==> config.mk <==
export PLATFORM = sky130hd
export DESIGN_NAME = lru_matrix_ctrl
export DESIGN_NICKNAME = d
export VERILOG_FILES = /design/src/rtl/lru_matrix_ctrl.sv
export SDC_FILE = /design/constraint.sdc
export NUM_CORES = 1
export LEC_CHECK = 0
export CAP_MARGIN = 5
export CORE_MARGIN = 10
export CORE_UTILIZATION = 47
export CTS_BUF_LIST = sky130_fd_sc_hd__clkbuf_8
export DETAILED_ROUTE_END_ITERATION = 7
export GPL_TIMING_DRIVEN = 0
export PLACE_DENSITY = 0.85
export SLEW_MARGIN = 10
export SYNTH_ARGS = -nofsm -noshare
export SYNTH_HDL_FRONTEND = slang
export SYNTH_SLANG_ARGS = --single-unit
==> constraint.sdc <==
create_clock -name aclk_i -period 3.83 [get_ports aclk_i]
set_input_delay 0.5745 -clock aclk_i [delete_from_list [all_inputs] [get_ports aclk_i]]
set_output_delay 0.5745 -clock aclk_i [all_outputs]
set_load 0.01 [all_outputs]
==> src/rtl/lru_matrix_ctrl.sv <==
// Matrix-LRU replacement controller: owns the read-modify-write of per-set
// LRU matrices in a 1-cycle-latency BRAM and self-initialises after reset.
module lru_matrix_ctrl #(
   parameter int WAYS         = 4,
   parameter int SETS         = 8,
   parameter int WAY_BITS     = $clog2(WAYS),
   parameter int SET_BITS     = $clog2(SETS),
   parameter int MATRIX_WIDTH = WAYS * WAYS
) (
   input  logic                    aclk_i,
   input  logic                    arst_i,
   input  logic                    req_valid_i,
   output logic                    req_ready_o,
   input  logic                    req_op_i,
   input  logic [SET_BITS-1:0]     req_set_i,
   input  logic [WAY_BITS-1:0]     req_way_i,
   output logic                    resp_valid_o,
   input  logic                    resp_ready_i,
   output logic [WAY_BITS-1:0]     resp_way_o,
   output logic                    err_o,
   output logic                    init_done_o,
   output logic [SET_BITS-1:0]     matrix_addr_o,
   input  logic [MATRIX_WIDTH-1:0] matrix_vec_i,
   output logic                    write_vec_o,
   output logic [MATRIX_WIDTH-1:0] updated_matrix_vec_o
);

   typedef enum logic [2:0] {INIT, IDLE, RD, UPD, RESP} state_t;

   function automatic logic [MATRIX_WIDTH-1:0] init_vec();
      logic [MATRIX_WIDTH-1:0] v;
      v = '0;
      for (int i = 0; i < WAYS; i++)
         for (int j = 0; j < WAYS; j++)
            if (i > j) v[i*WAYS+j] = 1'b1;
      return v;
   endfunction

   localparam logic [MATRIX_WIDTH-1:0] INIT_VEC = init_vec();
   localparam logic [SET_BITS-1:0] LAST_SET = SET_BITS'(SETS - 1);
   localparam logic [WAY_BITS:0] WAYS_LIM = (WAY_BITS+1)'(WAYS);

   state_t                    state;
   logic [SET_BITS-1:0]       init_cnt;
   logic [SET_BITS-1:0]       addr_q;
   logic                      write_q;
   logic                      op_q;
   logic [WAY_BITS-1:0]       way_q;
   logic                      ready_q;
   logic                      resp_valid_q;
   logic [WAY_BITS-1:0]       resp_way_q;
   logic                      err_q;
   logic                      done_q;

   logic [WAY_BITS-1:0]       victim;
   logic                      row_zero;
   logic [WAY_BITS-1:0]       tgt;
   logic [MATRIX_WIDTH-1:0]   upd_vec;
   logic                      bad_way;

   // Scan downwards so the lowest qualifying row wins; none -> way 0.
   always_comb begin
      victim   = '0;
      row_zero = 1'b0;
      for (int i = WAYS - 1; i >= 0; i--) begin
         row_zero = 1'b1;
         for (int j = 0; j < WAYS; j++)
            if (j != i && matrix_vec_i[i*WAYS+j]) row_zero = 1'b0;
         if (row_zero) victim = WAY_BITS'(i);
      end
   end

   always_comb begin
      tgt     = op_q ? victim : way_q;
      upd_vec = '0;
      for (int i = 0; i < WAYS; i++)
         for (int j = 0; j < WAYS; j++)
            if (i == j)
               upd_vec[i*WAYS+j] = 1'b0;
            else if (i == int'(tgt))
               upd_vec[i*WAYS+j] = 1'b1;
            else if (j == int'(tgt))
               upd_vec[i*WAYS+j] = 1'b0;
            else
               upd_vec[i*WAYS+j] = matrix_vec_i[i*WAYS+j];
   end

   assign bad_way = !req_op_i && ({1'b0, req_way_i} >= WAYS_LIM);

   // During reset the BRAM port shows the INIT write, so an UPD write is dropped.
   assign matrix_addr_o        = arst_i ? '0 : addr_q;
   assign write_vec_o          = arst_i | write_q;
   assign updated_matrix_vec_o = (state == UPD && !arst_i) ? upd_vec : INIT_VEC;

   assign req_ready_o  = ready_q;
   assign resp_valid_o = resp_valid_q;
   assign resp_way_o   = resp_way_q;
   assign err_o        = err_q;
   assign init_done_o  = done_q;

   always_ff @(posedge aclk_i) begin
      if (arst_i) begin
         state        <= INIT;
         init_cnt     <= '0;
         addr_q       <= '0;
         write_q      <= 1'b1;
         op_q         <= 1'b0;
         way_q        <= '0;
         ready_q      <= 1'b0;
         resp_valid_q <= 1'b0;
         resp_way_q   <= '0;
         err_q        <= 1'b0;
         done_q       <= 1'b0;
      end else begin
         err_q <= 1'b0;
         unique case (state)
            INIT: begin
               if (init_cnt == LAST_SET) begin
                  state   <= IDLE;
                  write_q <= 1'b0;
                  ready_q <= 1'b1;
                  done_q  <= 1'b1;
               end else begin
                  init_cnt <= init_cnt + 1'b1;
                  addr_q   <= init_cnt + 1'b1;
               end
            end
            IDLE: begin
               if (req_valid_i && ready_q) begin
                  op_q  <= req_op_i;
                  way_q <= req_way_i;
                  if (bad_way) begin
                     err_q <= 1'b1;
                  end else begin
                     state   <= RD;
                     ready_q <= 1'b0;
                     addr_q  <= req_set_i;
                  end
               end
            end
            RD: begin
               state   <= UPD;
               write_q <= 1'b1;
            end
            UPD: begin
               write_q <= 1'b0;
               if (op_q) begin
                  resp_way_q   <= victim;
                  resp_valid_q <= 1'b1;
                  state        <= RESP;
               end else begin
                  ready_q <= 1'b1;
                  state   <= IDLE;
               end
            end
            RESP: begin
               if (resp_ready_i) begin
                  resp_valid_q <= 1'b0;
                  ready_q      <= 1'b1;
                  state        <= IDLE;
               end
            end
            default: state <= INIT;
         endcase
      end
   end

endmodule

After elaboration in Yosys (flattened, before gate mapping). Index checks and enable logic that the tools add are counted.

$add $sub $neg: 1. Multipliers: 0. Divide/modulo/power cells: 0. Magnitude comparators: 0. Eq/ne operators: 14. Shift-type cells: 0. Mux-type cells: 61. Bitwise operators: 2. Reductions and logical operators: 18.

Operators by type and width (number): 1-bit two-way mux (43); 3-bit two-way mux (7); 15-bit two-way mux (1); 3-bit one-hot mux with 5 select lines (1); 2-bit inequality test (second input constant) (6); 2-bit two-way mux (5); 2-bit AND reduction (5); 3-bit AND reduction (3); 3-bit by 2-bit equality test with 1-bit output (second input constant) (2); 3-bit equality test (second input constant) (2); 3-bit one-hot mux with 2 select lines (1); 5-bit AND reduction (1); 2-bit equality test (first input constant) (2); 1-bit one-hot mux with 4 select lines (1); 2-bit nonzero test (2); 4-bit nonzero test (1); 3-bit by 1-bit adder with 3-bit output (second input constant) (1); 3-bit by 1-bit equality test with 1-bit output (second input constant) (1); 3-bit logical NOT (1); 1-bit one-hot mux with 3 select lines (1); 3-bit nonzero test (1); 1-bit by 2-bit equality test with 1-bit output (first input constant) (1); 1-bit logical AND (2); 2-bit logical NOT (1); 4 further kinds (4).

Register bits: 18. Latch bits: 0. Memory bits (writable): 0. ROM bits: 0. Bits of input ports: 26. Output and inout bits: 26. Word-level logic and storage cells: 106. Memories: 0.

Logic depth before layout (Yosys ltp). Gate-level depths: netlist of the first run.

Depth in word-level cells: 12. Depth in mapped cells: 6. Gate-level depth less buffers: 6.

Worst setup path before layout of the first run. OpenSTA, ideal clock, no wires.

Kind: input to output. From: in matrix_vec_i[12]. To: out updated_matrix_vec_o[9]. Arrival time: 1.898 ns. Required time: 3.256 ns. Slack: 1.358 ns. Stages: 4. Path through: or3_4 a2111oi_4 nor2_2 a211oi_1.

Longest elaborated chain between the ends: 12. Elaborated cells on any way between the ends: 13. Those cells by class: eq/ne (2); mux (11).

RTL lines: start: declaration (RTL line 23) `input logic [MATRIX_WIDTH-1:0] matrix_vec_i,`; 1-bit two-way mux (*) (3 in a row) (RTL line 68) `if (j != i && matrix_vec_i[i*WAYS+j]) row_zero = 1'b0;`; 2-bit two-way mux (*) (4 in a row) (RTL line 69) `if (row_zero) victim = WAY_BITS'(i);`; 2-bit two-way mux (*) (RTL line 74) `tgt = op_q ? victim : way_q;`; 2-bit equality test (RTL line 82) `else if (j == int'(tgt))`; 1-bit two-way mux (RTL line 82); 1-bit two-way mux (*) (RTL line 80) `else if (i == int'(tgt))`; 15-bit two-way mux (*) (RTL line 93) `assign updated_matrix_vec_o = (state == UPD && !arst_i) ? upd_vec : INIT_VEC;`; end: declaration (RTL line 25) `output logic [MATRIX_WIDTH-1:0] updated_matrix_vec_o`.

Mark *: on every way between the ends. The rest lies on a longest branch, timed or not.

Worst setup path in the final report of the first run.
From: in matrix_vec_i[1]. To: out updated_matrix_vec_o[7].

Longest elaborated chain between the ends: 9. Elaborated cells on any way between the ends: 10. Those cells by class: eq/ne (2); mux (8).

RTL lines (RTL line): 1-bit two-way mux (*) (3 in a row) (68); 2-bit two-way mux (*) (69); 2-bit two-way mux (*) (74); 1-bit by 2-bit equality test with 1-bit output; 1-bit two-way mux (82); 1-bit two-way mux (*) (80); 15-bit two-way mux (*) (93).

Marked as above.

==> out/results.txt, run 1 <==
die area = 5070 um^2
Crit Reg-Reg Endpoint = req_ready_o
All-Layer GR Usage = 14.2%
TNS Setup = 0 ns
GRT Residual Overflow = 0
Via Count = 1314
largest net degree at the start of global routing = 11
worst vdd ir = 0.270 mV
commonest cells after routing, fill and taps aside = clkdlybuf4s50_1 (42), nor2_1 (18), dfxtp_1 (18), nand2_1 (8), mux2i_1 (8)
Crit Path Max Fanout = 7
Setup crit end kind = output port
hold_sp = resp_way_o[0]
register area share after synthesis = 29.2%
Worst slew margin = 46.7%
Netlist cell types = 50
core area = 2500 um^2
Yosys top cell by area = dfxtp_1
Worst-Margin Slew = 0.793 ns
pwr dens = 242 nW/um^2
root buf cell = clkbuf_8
# setup viols final = 0
Synth Flop Type = dfxtp_1
Avg Inst Size Synth = 8.33 um^2
initial drt markers = 91
Die Y = 71.2 um
leading cell type in the layout, fill and taps excluded = clkdlybuf4s50_1
Post-Syn Instances = 148
async set-or-reset flop fraction in the synthesized netlist = 0%
worst path required time = 3.26 ns
R2R Path Start = init_cnt[0]
drt wl/cell = 16.3 um
clock buffer depth = 2
drt total wl = 3720 um
htree depth = 1
Fmax = 277 MHz
port bufs = 42
status = complete, no violations
vias in the first global route = 1348
Hold Path Sink = resp_way_o[0]
Horiz. Die Dim = 71.2 um
Final Max Slew Viols = 0
HP Class = reg -> reg
postcts setup bufs = 0
final hold viol count = 0
area of the multi-input gates = 801 um^2
Placer Congestion = 0.921
register bit total from synthesis = 18
clk sink count = 18
Reg2Reg Depth = 6
CTS buffer count = 3
first-pass GRT wire length = 6180 um
Synth area leaders = dfxtp_1 (29%), mux2i_1 (6.5%), nor2_1 (5.5%), a211oi_1 (3.0%), buf_4 (3.0%)
RSZ-0062 raised after global routing = no
top cell type's share of synthesized area = 29.2%
crit path kind = in -> out
Syn Std Cell Area = 1230 um^2
layout cell share with drive strength beyond 1 = 12.6%
CTS hold repair buffers = 0
storage element area = 360 um^2
CTS tree = built
vias per cell = 5.76
Ant. Diodes = 0
Clock Latency Late Sink = 0.26 ns
Residual DRC = 0
Rows = 18
Clock Skew = 0.00392 ns
Final HPWL DP = 2960 um
Fill cells = 202
arrival time worst endpoint = 3.04 ns
MaxCap Viol Count = 0
post-route ant nets = 0
fin crit share = 94.4%
WHS Path Cells = 2
num ports = 52
post_cts resized = 0
EDFF count, synth = 0
Ys Warns = 0
final worst path period need = 3.62 ns
Initial Utilization = 49.3%
nets = 227
Leakage = 0.000664 uW
First-pass DRT Iterations = 4
CTS clk-pin slew, worst paths = 0.07 ns
fin util = 70.4%
reg2reg setup slack = 1.89 ns
CP Launch Type = input pin
Layout area overhead = 42.8%
initial antenna violation count = 0
## per-layer routing
metal / track usage (%) / vias up / share of wire [%]
met4: 2.15 / 0 / 0.56
met3: 3.91 / 2 / 4.8
met2: 25.6 / 41 / 52
met5: 0 / - / 0
met1: 16.3 / 635 / 42
li1: - / 636 / -
## flip-flops by register name (all words and copies together) (netlist names)
signal / count
req_ready_o: 1
resp_way_o: 2
op_q: 1
resp_valid_o: 1
way_q: 2
state: 3
init_done_o: 1
addr_q: 3
init_cnt: 3
write_q: 1
## synth_stat cells (all sizes together) (3+ instances only)
master  count
nand2b      3
o21ai       5
inv         4
nor2b       5
or3         4
dfxtp      18
a21oi       7
nor2       19
clkbuf      5
nor4        5
a211oi      6
nor3        5
buf         8
mux2i       8
nand2       8
## power breakdown
group	total [uW]	leakage, uW	internal (uW)	switching (uW)
clock	157	0.0000288	91.4	66.0
sequential	199	0.000146	195	4.10
combinational	70.3	0.000489	40.5	29.9
total	426	0.000664	327	99.9
## metrics by stage
stage / worst slack, ns / cell area (um^2) / hold slack [ns] / cells / total power, uW
floorplan: 1.36 / 1250 / 0.459 / 152 / 235
global placement: 0.309 / 1710 / 0.447 / 224 / 270
detailed placement: 0.270 / 1710 / 0.447 / 224 / 272
CTS: 0.268 / 1760 / 0.457 / 228 / 429
global route: 0.0787 / 1760 / 0.500 / 228 / 444
finish: 0.214 / 1760 / 0.455 / 228 / 426
## cell families after synthesis
kind of cell    after synthesis  synth area share [%]
buf+inv                      17                  7.00
flops                        18                  29.2
xor+xnor                      2                  1.42
compound gates               37                  24.4
mux                           8                  6.50
simple gates                 63                  29.1
other cells                   1                 0.304
fa+ha+maj                     2                  2.03
## worst max-delay path by stage
stage	start	endpoint	slack, ns	depth (start not counted)
detailed placement	matrix_vec_i[1]	updated_matrix_vec_o[7]	0.27	6
global placement	matrix_vec_i[1]	updated_matrix_vec_o[9]	0.31	6
CTS	matrix_vec_i[1]	updated_matrix_vec_o[7]	0.27	6
floorplan	matrix_vec_i[12]	updated_matrix_vec_o[9]	1.36	4
global route	matrix_vec_i[1]	updated_matrix_vec_o[9]	0.08	6
finish	matrix_vec_i[1]	updated_matrix_vec_o[7]	0.21	6
## final cells by class
cell class	count	share of cell area [%]
sequential	18	20.5
clock buffer	4	3.13
multi-input combinational	117	45.5
buffer	13	4.05
tap	30	2.13
timing repair buffer	42	23.9
inverter	4	0.853
## worst max-delay path: stages
cell and delay (ns):
clkdlybuf4s50_1 0.43, nor3_1 0.67, a21o_1 0.35, o21ai_0 0.21, o2bb2ai_1 0.22, clkdlybuf4s50_1 0.57
Note: power is estimated with default switching activity, not from simulation.
==> inputs of run 2 (changes only) <==
--- a/config.mk
+++ b/config.mk
@@ -16,3 +16,4 @@
 export SYNTH_ARGS = -nofsm -noshare
 export SYNTH_HDL_FRONTEND = slang
 export SYNTH_SLANG_ARGS = --single-unit
+export TNS_END_PERCENT = 1
==> results of run 2 <==
Final layout, timing and power as in run 1 (identical DEF).
==> inputs of run 3 (changes only) <==
--- a/config.mk
+++ b/config.mk
@@ -5,13 +5,14 @@
 export SDC_FILE = /design/constraint.sdc
 export NUM_CORES = 1
 export LEC_CHECK = 0
-export CAP_MARGIN = 5
+export CAP_MARGIN = 10
 export CORE_MARGIN = 10
 export CORE_UTILIZATION = 47
 export CTS_BUF_LIST = sky130_fd_sc_hd__clkbuf_8
 export DETAILED_ROUTE_END_ITERATION = 7
 export GPL_TIMING_DRIVEN = 0
 export PLACE_DENSITY = 0.85
+export RECOVER_POWER = 25
 export SLEW_MARGIN = 10
 export SYNTH_ARGS = -nofsm -noshare
 export SYNTH_HDL_FRONTEND = slang
==> out/results.txt, run 3 (same netlist as run 1, synthesis figures left out) <==
post_cts resized = 0 (unchanged)
vias in the first global route = 1348 (unchanged)
HP Class = reg -> reg
root buf cell = clkbuf_8
Die Y = 71.2 um (unchanged)
Horiz. Die Dim = 71.2 um (unchanged)
top flop regs = addr_q: 3 flops, init_cnt: 3 flops, state: 3 flops
pwr dens = 242 nW/um^2 (about the same)
Residual DRC = 0 (unchanged)
# setup viols final = 0 (unchanged)
drt wl/cell = 16.2 um (-0.67%)
CP max stage cell = nor3_1
MaxCap Viol Count = 0 (unchanged)
Crit Reg-Reg Endpoint = addr_q[1]
GRT Residual Overflow = 0 (unchanged)
initial drt markers = 95 (+4.4%)
Placer Congestion = 0.921 (unchanged)
All-Layer GR Usage = 14.2% (unchanged)
Worst slew margin = 26.3% (-20 points)
Initial Utilization = 49.3% (unchanged)
RSZ-0062 raised after global routing = no
Reg2Reg Depth = 6 (unchanged)
num ports = 52 (unchanged)
fin crit share = 94.3% (-0.14 points)
Clock Latency Late Sink = 0.26 ns (about the same)
Fmax = 277 MHz (+0.15%)
Flop pwr share = 46.8% (+0.2 points)
worst path required time = 3.26 ns (about the same)
postcts setup bufs = 0 (unchanged)
fin area = 1750 um^2 (-0.36%)
R2R Path Start = init_cnt[0]
htree depth = 1 (unchanged)
Final Max Slew Viols = 0 (unchanged)
initial antenna violation count = 0 (unchanged)
final hold viol count = 0 (unchanged)
Leakage = 0.000677 uW (+2.0%)
CTS hold repair buffers = 0 (unchanged)
First-pass DRT Iterations = 4 (unchanged)
Rows = 18 (unchanged)
Critical Path, Cell by Cell = clkdlybuf4s50_1 -> nor3_1 -> a21o_1 -> o21ai_0 -> o2bb2ai_1 -> clkdlybuf4s50_1
Setup crit end kind = output port
WHS Path Cells = 2 (unchanged)
CP delay by family, top = buffers and inverters
nets = 227 (unchanged)
Hold Path Sink = resp_way_o[0]
clk sink count = 18 (unchanged)
final worst path period need = 3.61 ns (-0.00536 ns)
Ant. Diodes = 0 (unchanged)
die area = 5070 um^2 (unchanged)
CTS buffer count = 3 (unchanged)
clock buffer depth = 2 (unchanged)
Clock Skew = 0.00235 ns (-0.00158 ns)
Crit path top cell by count = clkdlybuf4s50_1
first-pass GRT wire length = 6180 um (unchanged)
reg2reg setup slack = 1.60 ns (-0.29 ns)
delay of the slowest critical-path stage = 0.67 ns (about the same)
Via Count = 1285 (-2.2%)
Layout area overhead = 42.3%
largest net degree at the start of global routing = 11 (unchanged)
Area after DPL = 1710 um^2 (unchanged)
layout cell share with drive strength beyond 1 = 12.1% (-0.51 points)
CP Launch Type = input pin
hold_sp = resp_way_o[0]
Critical path buffers and inverters = 2 (unchanged)
arrival time worst endpoint = 3.04 ns (about the same)
status = complete, no violations
Crit Path Max Fanout = 7 (unchanged)
core area = 2500 um^2 (unchanged)
switching power = 98.6 uW (-1.3%)
Final HPWL DP = 2960 um (unchanged)
TNS Setup = 0 ns (unchanged)
Sw Share = 23.2% (-0.22 points)
leading cell type in the layout, fill and taps excluded = clkdlybuf4s50_1
Clock Power Share = 36.8% (about the same)
CTS clk-pin slew, worst paths = 0.07 ns (about the same)
Crit. Startpoint = matrix_vec_i[1]
crit path kind = in -> out
commonest cells after routing, fill and taps aside = clkdlybuf4s50_1 (37), nor2_1 (18), dfxtp_1 (18), nand2_1 (8), mux2i_1 (8)
vias per cell = 5.64 (-2.2%)
post-route ant nets = 0 (unchanged)
Worst-Margin Slew = 1.10 ns (+0.302 ns)
worst vdd ir = 0.260 mV (-3.6%)
CTS tree = built
drt total wl = 3690 um (-0.67%)
Pint = 326 uW (about the same)
combinational power share = 16.4% (about the same)
port bufs = 42 (unchanged)
run 3: worst max-delay path by stage:
| stage | endpoint | slack [ns] | cells after the start |
|---|---|---|---|
| 5_1_grt | updated_matrix_vec_o[9] | 0.08 | 6 |
| 3_5_place_dp | updated_matrix_vec_o[7] | 0.27 | 6 |
| 4_1_cts | updated_matrix_vec_o[7] | 0.27 | 6 |
| 6_report | updated_matrix_vec_o[7] | 0.22 | 6 |
| 2_1_floorplan | updated_matrix_vec_o[9] | 1.36 | 4 |
| 3_3_place_gp | updated_matrix_vec_o[9] | 0.31 | 6 |
run 3: area by class of cell:
type,count,area [um^2]
Clock buffer,4,55.1
Sequential cell,18,360
Timing Repair Buffer,42,420
Fill cell,204,746
Multi-Input combinational cell,117,795
Buffer,13,71.3
Tap cell,30,37.5
Inverter,4,15.0
run 3: worst min-delay path, stage by stage (launching register included):
cell and delay [ns]:
dfxtp_1 0.31, nand2_1 0.05, a21oi_1 0.05
run 3: per-stage QoR:
stage	hold slack [ns]	power (uW)	setup WS (ns)	utilization, %	instances
after global routing	0.497	444	0.0787	70.2	228
after CTS	0.457	429	0.268	70.4	228
final	0.451	425	0.219	70.2	228
after floorplan	0.459	235	1.36	-	152
after global placement	0.447	270	0.309	68.2	224
after detailed placement	0.447	272	0.270	68.2	224
run 3: per-layer routing:
layer	part of all wire (%)	global-route usage (%)	vias up
met5	0	0	-
met4	0.57	2.15	0
met3	3.6	3.91	2
met2	53	25.6	27
met1	43	16.3	621
li1	-	-	635
run 3: power by group through the flow:
stage | registers, uW | logic [uW] | clock network, uW
after floorplan | 202 | 33.2 | 0
after global placement | 203 | 67.2 | 0
after detailed placement | 203 | 69.4 | 0
after CTS | 199 | 70.1 | 160
after global routing | 200 | 76.6 | 167
final | 199 | 69.7 | 156
